===== src/rtl/modred_v2.sv =====
// modred_v2: two-stage pipelined reducer modulo Q = 2^(LOGQ-1)+1.
// The reduction folds the input into three chunks. Because 2^K is congruent
// to -1 modulo Q, the folded value needs at most one +Q or -Q correction.
module modred_v2 #(
    parameter int LOGQ = 17
) (
    input  logic                clk,
    input  logic                rst,
    input  logic                in_valid,
    input  logic [2*LOGQ-1:0]   a,
    output logic                out_valid,
    output logic [LOGQ-1:0]     s
);

    localparam int K = LOGQ - 1;

    // Q = 2^K + 1, held in the same signed LOGQ+1-bit width as t.
    localparam logic signed [LOGQ:0] Q_S = {2'b01, {(K-1){1'b0}}, 1'b1};

    // Input chunks: a = a2*2^(2K) + a1*2^K + a0.
    logic [K-1:0]           w_a0;
    logic [K-1:0]           w_a1;
    logic [1:0]             w_a2;
    logic signed [LOGQ:0]   w_t;
    logic signed [LOGQ:0]   w_corr;

    // Stage-1 and stage-2 pipeline state.
    logic signed [LOGQ:0]   r_t;
    logic                   r_v1;
    logic [LOGQ-1:0]        r_s;
    logic                   r_ov;

    assign w_a0 = a[K-1:0];
    assign w_a1 = a[2*K-1:K];
    assign w_a2 = a[2*K+1:2*K];

    // Fold the three chunks into t = a0 - a1 + a2. The result ranges from
    // -(2^K-1) to 2^K+2, so it fits in LOGQ+1 signed bits.
    always_comb begin
        w_t = $signed({2'b00, w_a0})
            - $signed({2'b00, w_a1})
            + $signed({{K{1'b0}}, w_a2});
    end

    // Bring t into 0..Q-1 with a single conditional correction.
    always_comb begin
        w_corr = r_t;
        if (r_t < $signed({(LOGQ+1){1'b0}})) begin
            w_corr = r_t + Q_S;
        end else if (r_t >= Q_S) begin
            w_corr = r_t - Q_S;
        end else begin
            w_corr = r_t;
        end
    end

    // Stage 1: capture t on accepted inputs and track the stage-1 valid bit.
    always_ff @(posedge clk or posedge rst) begin
        if (rst) begin
            r_t  <= {(LOGQ+1){1'b0}};
            r_v1 <= 1'b0;
        end else begin
            r_v1 <= in_valid;
            if (in_valid) begin
                r_t <= w_t;
            end else begin
                r_t <= r_t;
            end
        end
    end

    // Stage 2: register the corrected residue. The value holds while idle.
    always_ff @(posedge clk or posedge rst) begin
        if (rst) begin
            r_s  <= {LOGQ{1'b0}};
            r_ov <= 1'b0;
        end else begin
            r_ov <= r_v1;
            if (r_v1) begin
                r_s <= w_corr[LOGQ-1:0];
            end else begin
                r_s <= r_s;
            end
        end
    end

    assign out_valid = r_ov;
    assign s         = r_s;

endmodule


===== config.mk =====
export PLATFORM = sky130hd
export DESIGN_NAME = modred_v2
export DESIGN_NICKNAME = d
export VERILOG_FILES = /design/src/rtl/modred_v2.sv
export SDC_FILE = /design/constraint.sdc
export NUM_CORES = 1
export LEC_CHECK = 0
export CAP_MARGIN = 20
export CORE_UTILIZATION = 45
export CTS_CLUSTER_DIAMETER = 60
export DETAILED_ROUTE_END_ITERATION = 10
export GPL_TIMING_DRIVEN = 0
export PLACE_DENSITY = 0.83
export SLEW_MARGIN = 20
export SYNTH_ARGS = -nofsm -noshare
export SYNTH_HDL_FRONTEND = slang
export SYNTH_SLANG_ARGS = --single-unit

===== constraint.sdc =====
create_clock -name clk -period 2.37 [get_ports clk]
set_input_delay 0.474 -clock clk [delete_from_list [all_inputs] [get_ports clk]]
set_output_delay 0.474 -clock clk [all_outputs]
set_load 0.05 [all_outputs]

# ---- Yosys cells after proc, flatten, opt, wreduce, memory -nomap -nowiden
# Cells that the tools add are included.
dict set report totals {
  input_bits 37
  wordCells 12
  register_bits 37
}
dict set report op_classes {
  n_lt_le_gt_ge 2
  muxes 2
  addsub 4
}
# operator n
set op_table {}
lappend op_table {{$mux W17} 2}
lappend op_table {{$add A17 B3 Y18} 1}
lappend op_table {{$ge A18 B18 Y1 const B} 1}
lappend op_table {{$lt A18 B1 Y1 const B} 1}
lappend op_table {{$add A17 B17 Y17 const B} 1}
lappend op_table {{$sub A16 B16 Y17} 1}
lappend op_table {{$sub A17 B17 Y17 const B} 1}

# ---- Longest topological paths before layout
dict set report depth {
  word_depth 3
  depth_mapped 13
  mapped_depth_nobuf 12
}

# ---- Worst setup path before layout
# Ideal clock, no wire load.
dict set report synth_path {
  path_kind {input to register}
  from {in a[0]}
  to {reg r_t[16]}
  path_slack_ps -457
  setup_ps 126
  stages 12
  arrival_ps 2700
  required_ps 2244
  cell_sequence {inv_1 > ha_1 > fa_1 > inv_1 > fa_1 > nand2_1 > nor2_1 > and3_1 > nand3_1 > and3b_1 > and3_1 > a221o_1}
}
dict set report synth_between {
  elab_chain_len 2
}
# element line
set synth_lines {}
lappend synth_lines {{start: declaration} 10} ;# input logic [2*LOGQ-1:0] a,
lappend synth_lines {{$sub A16 B16 Y17} 41} ;# - $signed({2'b00, w_a1})
lappend synth_lines {{$add A17 B3 Y18} 42} ;# + $signed({{K{1'b0}}, w_a2});
lappend synth_lines {{end signal: assignment} 60} ;# r_t <= {(LOGQ+1){1'b0}};
lappend synth_lines {{end signal: assignment} 65} ;# r_t <= w_t;
lappend synth_lines {{end signal: assignment} 67} ;# r_t <= r_t;
lappend synth_lines {{end: declaration} 28} ;# logic signed [LOGQ:0] r_t;
# No other way between the ends.
# A chain may end at the register's enable or synchronous reset.

# ---- Final worst setup path
# Same ends and word-level chain as after synthesis.

==> impl_metrics.py <==
metrics = {
    "routing": {
        "ant_nets": 0,
        "drt_iter0_markers": 92,
        "totalWireLength_mm": 9.44,
        "avgRoutedWirePerCell_um": 16.3,
        "drc": 0,
        "vias": 3271,
        "via_per_inst": 5.63,
        "first_pass_iters": 4,
    },
    "setup_path": {
        "worst-path-stages": 13,
        "path_class": "input pin to flop",
        "slowest_delay_ns": 0.38,
        "endpoint_kind": "flop",
        "start_kind": "input pin",
        "r2r_cells": 10,
        "crit_buf_inv": 3,
        "path_cells": "buf_8, inv_12, ha_4, fa_2, nand2b_4, a21oi_2, o211ai_1, buf_4, a21oi_4, xnor2_2, nor3b_4, a31oi_1, a221o_1",
        "worstPathArrival_ns": 2.81,
        "ff2ff_setup_slack_ns": -0.10,
        "slowest_stage": "fa_2",
        "crit_fanout": 5,
        "worstPathRequired_ns": 2.55,
        "cp_top_family": "compound AO/OA/AOI/OAI gates",
    },
    "yosys": {
        "syn_area_per_cell_um2": 8.48,
        "synth_top_area_share_pct": 28.4,
        "synth_top_family_by_area": "simple AND/OR/NAND/NOR gates",
        "async_flop_share_pct": 100,
        "synth_nets": 446,
        "yosysMostFrequentCell": "dfrtp_1",
        "netlist_instances": 385,
        "synth_edf_count": 0,
        "synth-seq-area-share_pct": 28.4,
        "synth_area_leaders": "dfrtp_1 28%, ha_1 8.4%, xnor2_1 5.1%, mux2_2 4.8%, a21oi_1 4.1%",
        "synth_common_cells": "37 x dfrtp_1, 36 x inv_1, 35 x nor2_1, 29 x nand2_1, 27 x a21oi_1",
        "synth_top_flop_cell": "dfrtp_1",
        "synthMuxAreaShare_pct": 5.29,
        "synthSimpleGateAreaFrac_pct": 22.3,
        "synth-xor-area-share_pct": 9.12,
        "synthAdderAreaFrac_pct": 9.66,
        "yosys.area.top_type": "dfrtp_1",
        "synth_seq_cells": 37,
        "netlist_area_um2": 3270,
        "synth_compound_area_share_pct": 19.4,
        "yosysWarnings": 0,
        "ys_types": 61,
    },
    "power": {
        "power_density_nw_per_um2": 668,
        "p_seq_share_pct": 27.4,
        "p_clk_share_pct": 19.0,
        "switching_share_pct": 40.7,
        "peakVddDrop_mv": 0.262,
        "p_switching_mw": 1.37,
        "power_frac_comb_pct": 53.6,
        "internal_power_mw": 2.00,
        "leakage_nw": 2.16,
        "power_mw": 3.37,
    },
    "cells_and_area": {
        "ff_latch_area_um2": 927,
        "syn_to_final_growth_pct": 54.6,
        "n_fill_cell": 493,
        "nNetsFinal": 545,
        "final_area_um2": 5050,
        "diodes": 0,
        "multi_input_area_um2": 2800,
        "layout-drive-gt1-share_pct": 37.9,
    },
    "placement": {
        "dp_hpwl_mm": 5.39,
        "place.gp.congestion": 0.857,
        "dpl-instance-area_um2": 4000,
        "portBuffers": 54,
    },
    "timing": {
        "setup_viol": 19,
        "clock_skew_ns": 0.00756,
        "tightest_slew_ns": 0.740,
        "fmax_ghz": 0.380,
        "fin_crit_ns": 2.63,
        "finalMaxSlewViolations": 0,
        "relSlewSlack_pct": 50.6,
        "hold_viol": 0,
        "rsz0062_at_grt": "true",
        "setup_ws_ns": -0.263,
        "min_period_over_period_pct": 111,
    },
    "floorplan": {
        "core-area_um2": 6910,
        "dieArea_um2": 7600,
        "start_util_pct": 47.3,
        "die_h_um": 87.2,
        "ios": 55,
        "row_count": 30,
        "die_x_um": 87.2,
    },
    "clock_network": {
        "cts_max_path_buffers": 2,
        "cts.clk_slew.worst_paths_ns": 0.08,
        "clockRootBuffer": "clkbuf_8",
        "cts_made_buffers": 5,
        "cts_tree": "built",
        "htreeDepth": 2,
        "worstSkewPairLatency_ns": 0.29,
        "cts_hold_buf": 0,
        "cts_sinks": 37,
    },
    "global_route": {
        "grt_pass1_wl_mm": 14.2,
        "grt_max_degree": 38,
        "track_usage_pct": 23.4,
        "grt_overflow": 0,
        "grt_pass1_vias": 3229,
        "antenna_found_initial": 0,
    },
    "outcome": {
        "violations": "negative setup slack",
        "outcome": "finished, violations left",
    },
    "worst_hold_path": {
        "hp-class": "flop to flop",
        "worstHoldPathCells": 0,
    },
    "flow_run": {
        "drv_cap": 0,
    },
}
## metal layers
metal  GRT usage [%]  vias to the layer above  routed length [um]
met5               0                        -                   0
met4            8.79                        0                 258
met3            3.41                       25                 289
met2            45.8                      100                5260
met1            25.0                     1577                3640
li1                -                     1569                   -
## through the flow
step	setup slack [ns]	utilization, %	TNS (ns)	hold WS (ns)	cells
final	-0.263	73.1	-2.07	0.384	581
after floorplan	-0.333	-	-1.98	0.352	385
after global routing	-0.355	73.1	-3.89	0.397	581
after CTS	-0.241	67.6	-1.40	0.379	569
after detailed placement	-1.34	57.9	-15.24	0.358	535
after global placement	-1.26	57.9	-14.19	0.357	535
## final timing paths
kind | start | endpoint
setup / recovery | a[0] | r_t[16]
hold / removal | r_v1 | out_valid
setup reg to reg | r_t[0] | s[5]
hold reg to reg | r_v1 | out_valid
max in group asynchronous | rst | r_t[0]
min in group asynchronous | rst | r_v1
## sequential cells by signal, indices dropped and copies added, names as in the netlist
register   flops
out_valid      1
r_t           18
s             17
r_v1           1
## layout by cell type, fill, tap and decap left out, drive strengths merged, types with 4 or more instances in the layout
master         Yosys  final
nand4              8      8
dlymetal6s2s       0     10
a21oi             29     29
nor3               7      7
mux2              15     15
clkbuf             7     12
nand2             29     29
clkdlybuf4s50      0     32
xnor2             19     19
a31oi              8      8
dlygate4sd2        0      8
ha                22     22
inv               36     36
xor2              15     15
dfrtp             37     37
nand3b             4      4
and3               6      6
or3                4      4
a21o               4      4
nor2              35     35
a211oi             6      6
nand3             14     14
nand2b             4      4
buf                5     47
o21ai             21     21
## kinds of logic after synthesis
kind of cell | after synthesis
fa+ha+maj | 24
compound gates | 94
mux | 15
buf+inv | 48
simple gates | 133
flops | 37
xor+xnor | 34
## timing repair
action	4_1_cts	5_1_grt
hold endpoints to repair	0	0
cloned	0	0
gates resized for setup	98	72
endpoints found under the setup margin	27	25
buffers inserted	28	14
pin swaps	38	45
## worst reg2reg max path, cell delays in order, from the launching register on
cell and delay (ns):
dfrtp_2 0.41, inv_2 0.08, ha_4 0.14, or3b_4 0.40, nor4_4 0.36, a311oi_4 0.16
buf_4 0.18, buf_4 0.13, a31oi_4 0.15, xnor2_1 0.09, mux2_2 0.26
## power groups by stage
stage          clock network, mW  logic [mW]  registers (mW)
2_1_floorplan                  0       0.684            1.22
3_3_place_gp                   0        1.34           0.928
3_5_place_dp                   0        1.36           0.937
4_1_cts                    0.649        1.59           0.923
5_1_grt                    0.683        1.92           0.948
6_report                   0.640        1.81           0.925
## final cells by class
type	instances	share of cell area [%]
multi-input combinational	300	55.5
sequential	37	18.4
timing repair buffer	94	17.0
inverter	36	2.93
tap	96	2.38
clock buffer	5	1.36
clock inverter	3	1.29
buffer	10	1.12
Power figures use the tool's default switching activity.
==> patch 1: new RTL, config.mk and constraints unchanged <==
Remove the register `r_ov`: a continuous assignment takes its place, so the output `out_valid` follows one clock earlier.
--- a/src/rtl/modred_v2.sv
+++ b/src/rtl/modred_v2.sv
@@ -74,7 +74,5 @@
         if (rst) begin
             r_s  <= {LOGQ{1'b0}};
-            r_ov <= 1'b0;
         end else begin
-            r_ov <= r_v1;
             if (r_v1) begin
                 r_s <= w_corr[LOGQ-1:0];
@@ -85,4 +83,6 @@
     end
 
+    assign r_ov = r_v1;
+
     assign out_valid = r_ov;
     assign s         = r_s;
Formal check against the unedited RTL: not equivalent (Yosys sat finds a counterexample within 4 cycles, from zero or initial values and one cycle with rst high).
==> patch 1 against the original RTL <==
The run still ends with setup timing left. Largest power group unchanged. Worst setup slack worse by 0.052 ns. Wire length increased by 9.7%. Critical path type unchanged. Design area rose by 3.9%. Worst hold slack improved by 0.12 ns. Final cell count grew 2.4%. Synthesized area is 0.77% lower. Sequential cell count shrank 1. Power shrank 0.27%.
==> patch 1: results (changes against the original RTL) <==
metric;value;unit;change
synthTopCellsByCount;36 x dfrtp_1, 36 x inv_1, 35 x nor2_1;;
critPathArrivalTime;2.86;ns;+0.05 ns
synthFlopType;dfrtp_1;;
cts_buffers;5;;unchanged
violations;setup timing;;
drt_pass1_iterations;5;;+1
drive_above_1_share;0.457;;+0.0775
dpl.hpwl;5460;µm;+1.2%
synth_nets;445;;-0.22%
placed_area;3980;µm²;-0.63%
layout_setup_ws;-0.314;ns;-0.0517 ns
grt_first_pass_wirelength;14800;µm;+4.5%
grt_pass1_vias;3278;;+1.5%
hold_path.class;flip-flop to flip-flop;;
ys_top_cells_by_area;dfrtp_1 28%, ha_1 8.5%, xnor2_1 5.1%;;
fin_worst_skew;0.00844;ns;+0.000877 ns
clock_power_share;0.159;;-0.031
largest_reg_flops;18;;unchanged
synth_xor_area_frac;0.0919;;+0.000704
synth-compound-area-share;0.195;;+0.00150
p_comb;0.00191;W;+6%
layout.nets;559;;+2.6%
slowest_stage;clkdlybuf4s50_1;;
first_iter_violations;145;;+58%
vias;3429;;+4.8%
yosys_warnings;0;;unchanged
place.gp.congestion;0.872;;+1.7%
setup_violations;16;;-3
synth_fa_ha_area_frac;0.0973;;+0.000746
p_switching;0.00144;W;+4.8%
cp_top_family;simple AND/OR/NAND/NOR gates;;
p_leak;2.21;nW;+2.4%
grt_usage;0.243;;+0.00996
clk_latency;0.29;ns;about the same
tns;-1.87;ns;+0.201 ns
wl_per_cell;17.4;µm;+7.1%
vdd_drop_max;0.000240;V;-8.4%
ys_seq_area_frac;0.278;;-0.00553
cts_root_buf;clkbuf_8;;
yosysUniqueCellTypes;61;;unchanged
grt_max_degree;37;;-2.6%
status;finished with violations;;
slew_headroom;0.518;;+0.0125
p_int;0.00192;W;-3.8%
cp_slowest_stage_delay;0.45;ns;+0.07 ns
detailedPlace.worstSlack;-1.31;ns;+0.0311 ns
cp_max_fo;9;;+4
synthMuxAreaShare;0.0533;;+0.000408
## patch 1: per-layer routing
metal	GRT usage	part of all wire	vias up
li1	-	-	1589
met1	0.276	0.39	1647
met2	0.462	0.53	142
met3	0.0284	0.039	51
met4	0.0939	0.042	0
met5	0	0	-
## patch 1: worst paths after layout
| path | start | endpoint | slack (ns) | cells after the start |
|---|---|---|---|---|
| worst min-delay path | s[0]$_DFFE_PP0P_ | s[0]$_DFFE_PP0P_ | 0.51 | 1 |
| worst min register to register | s[0]$_DFFE_PP0P_ | s[0]$_DFFE_PP0P_ | 0.51 | 1 |
| max in group asynchronous | rst | r_t[0]$_DFFE_PP0P_ | 1.24 | 2 |
| worst max-delay path | a[28] | r_t[16]$_DFFE_PP0P_ | -0.31 | 11 |
| min in group asynchronous | rst | s[14]$_DFFE_PP0P_ | 0.62 | 2 |
| worst max register to register | r_t[1]$_DFFE_PP0P_ | s[7]$_DFFE_PP0P_ | -0.15 | 11 |
## patch 1: timing repair
action / in CTS / in global routing
hold endpoints to repair: 0 / 0
endpoints found under the setup margin: 27 / 25
resized for setup: 132 / 86
pin swaps: 47 / 52
buffers inserted: 42 / 17
## patch 1: metrics by stage
step                hold slack, ns  std cells
floorplan                    0.498        384
global placement             0.489        534
detailed placement           0.492        534
CTS                          0.511        582
global route                 0.529        595
finish                       0.508        595
## patch 1: final cells by class
class / count / area, µm²
inverter: 36 / 148
buffer: 8 / 41.3
sequential: 36 / 902
tap: 96 / 120
multi-input combinational: 300 / 2950
clock buffer: 5 / 68.8
clock inverter: 3 / 42.5
fill: 433 / 1630
timing repair buffer: 111 / 966
==> patch 2: new RTL, same settings <==
Made on the original files. Change the parameter `LOGQ` from 17 to 34.
--- a/src/rtl/modred_v2.sv
+++ b/src/rtl/modred_v2.sv
@@ -3,5 +3,5 @@
 // to -1 modulo Q, the folded value needs at most one +Q or -Q correction.
 module modred_v2 #(
-    parameter int LOGQ = 17
+    parameter int LOGQ = 34
 ) (
     input  logic                clk,
Ports: changed (resized a and s); port bits go from 55 to 106. No check against the original RTL was run, so the function may have changed too.
==> patch 2 against the original RTL <==
The flow finishes with violations (DRC, setup timing). Design area up 120%. Power increased by 100%. Synthesized area grew 110%. First-iteration DRC count rose to 8.5 times the old value. Worst setup slack worse by 1.2 ns. Sequential cell count rose by 34. Clock power grew 95%. Wire length rose to 2.7 times the old value. Critical path type unchanged. Highest routed layer unchanged.
==> patch 2: results (changes against the original RTL) <==
metric;value;unit;change
setup_violations;62;;+43
layout_setup_ws;-1.45;ns;-1.19 ns
vias_per_cell;6.20;;+10%
rr_worst_depth;11;;+1
r2r_start;r_t[25]$_DFFE_PP0P_;;
critPathCapture;r_t[33]$_DFFE_PP0P_;;
worstSetupStartpoint;a[53];;
synthTopCellsByCount;83 x nor2_1, 71 x dfrtp_1, 69 x a21oi_1;;
ys_seq_area_frac;0.262;;-0.0215
violations;DRC, setup timing;;
vdd_drop_max;0.000346;V;+32%
final.fill_count;853;;+73%
drt_wl_total;25500;µm;+170%
status;finished with violations;;
grt_usage;0.274;;+0.0409
largest_reg_flops;35;;+17
cts_htree_levels;3;;+1
worstReg2RegEnd;s[25]$_DFFE_PP0P_;;
syn_inst;825;;+110%
synth_nets;936;;+110%
hold_slack;0.499;ns;+0.116 ns
p_leak;4.63;nW;+110%
fin_worst_skew;0.00630;ns;-0.00126 ns
grt.met2_usage;0.490;;+0.0316
dpl.hpwl;13300;µm;+150%
slew_headroom;0.486;;-0.0194
synth-compound-area-share;0.216;;+0.0222
r2r_setup_slack;-0.70;ns;-0.60 ns
yosysUniqueCellTypes;89;;+46%
drc;12;;+12
drt_pass1_iterations;10;;+6
placed_area;8310;µm²;+110%
place.gp.congestion;0.925;;+7.9%
cts_root_buf;clkbuf_16;;
wl_per_cell;20.4;µm;+25%
tns;-43.22;ns;-41.15 ns
synthMuxAreaShare;0.0618;;+0.00893
dpl.cell_count;1115;;+110%
synth_xor_area_frac;0.106;;+0.0145
port_buffers;105;;+94%
detailedPlace.worstSlack;-2.27;ns;-0.930 ns
regArea;1800;µm²;+94%
ys_top_cells_by_area;dfrtp_1 26%, ha_1 7.0%, xnor2_1 6.5%;;
clk_pin_slew;0.05;ns;-0.03 ns
cp_slowest_stage_delay;0.48;ns;+0.10 ns
slowest_stage;or4_1;;
==> patch 2: cell count changes after synthesis, sizes merged, moves of 18 or more <==
cell	change
inv	+21
nand2	+29
clkbuf	+24
mux2	+21
dfrtp	+34
nor2	+48
a21oi	+42
xnor2	+32
nor3	+18
==> patch 2: power by group <==
group          internal, W  switching (W)
Combinational      0.00163        0.00212
Sequential         0.00151       0.000345
Clock             0.000761       0.000484
Total              0.00390        0.00295
==> patch 2: worst max-delay path, delay by kind of cell <==
family	cells	cell delay, ns
simple gates	2	0.83
buf+inv	3	0.70
fa+ha+maj	1	0.30
xor+xnor	1	0.10
compound gates	7	1.66
==> patch 2: final cells by class <==
type | count | share of cell area
plain buffers | 26 | 0.0153
clock buffers | 13 | 0.0234
clock inverters | 3 | 0.00157
inverters | 57 | 0.0206
multi-input cells | 657 | 0.564
flip-flops and latches | 71 | 0.162
well taps | 184 | 0.0207
repair buffers | 237 | 0.193
==> patch 2: cells by family (layout without fill, tap and decap cells) <==
family	count (synthesis)	count (layout)
adders and majority gates	40	40
muxes	37	37
and+or+nand+nor	286	286
AOI/OAI and AO/OA	213	213
buffers and inverters	97	336
DFF	71	71
xor gates and xnor gates	81	81
==> patch 2: metal layers <==
metal	vias to the layer above	share of wire	routed length, µm
li1	3443	-	-
met1	3719	0.39	9800
met2	456	0.50	12600
met3	125	0.064	1630
met4	0	0.055	1400
met5	-	0	0
==> patch 2: repair_timing <==
item                       in CTS  in global routing
buffers inserted               86                 58
resized for setup             269                143
pin swaps                      85                 82
setup endpoints to repair      67                 67
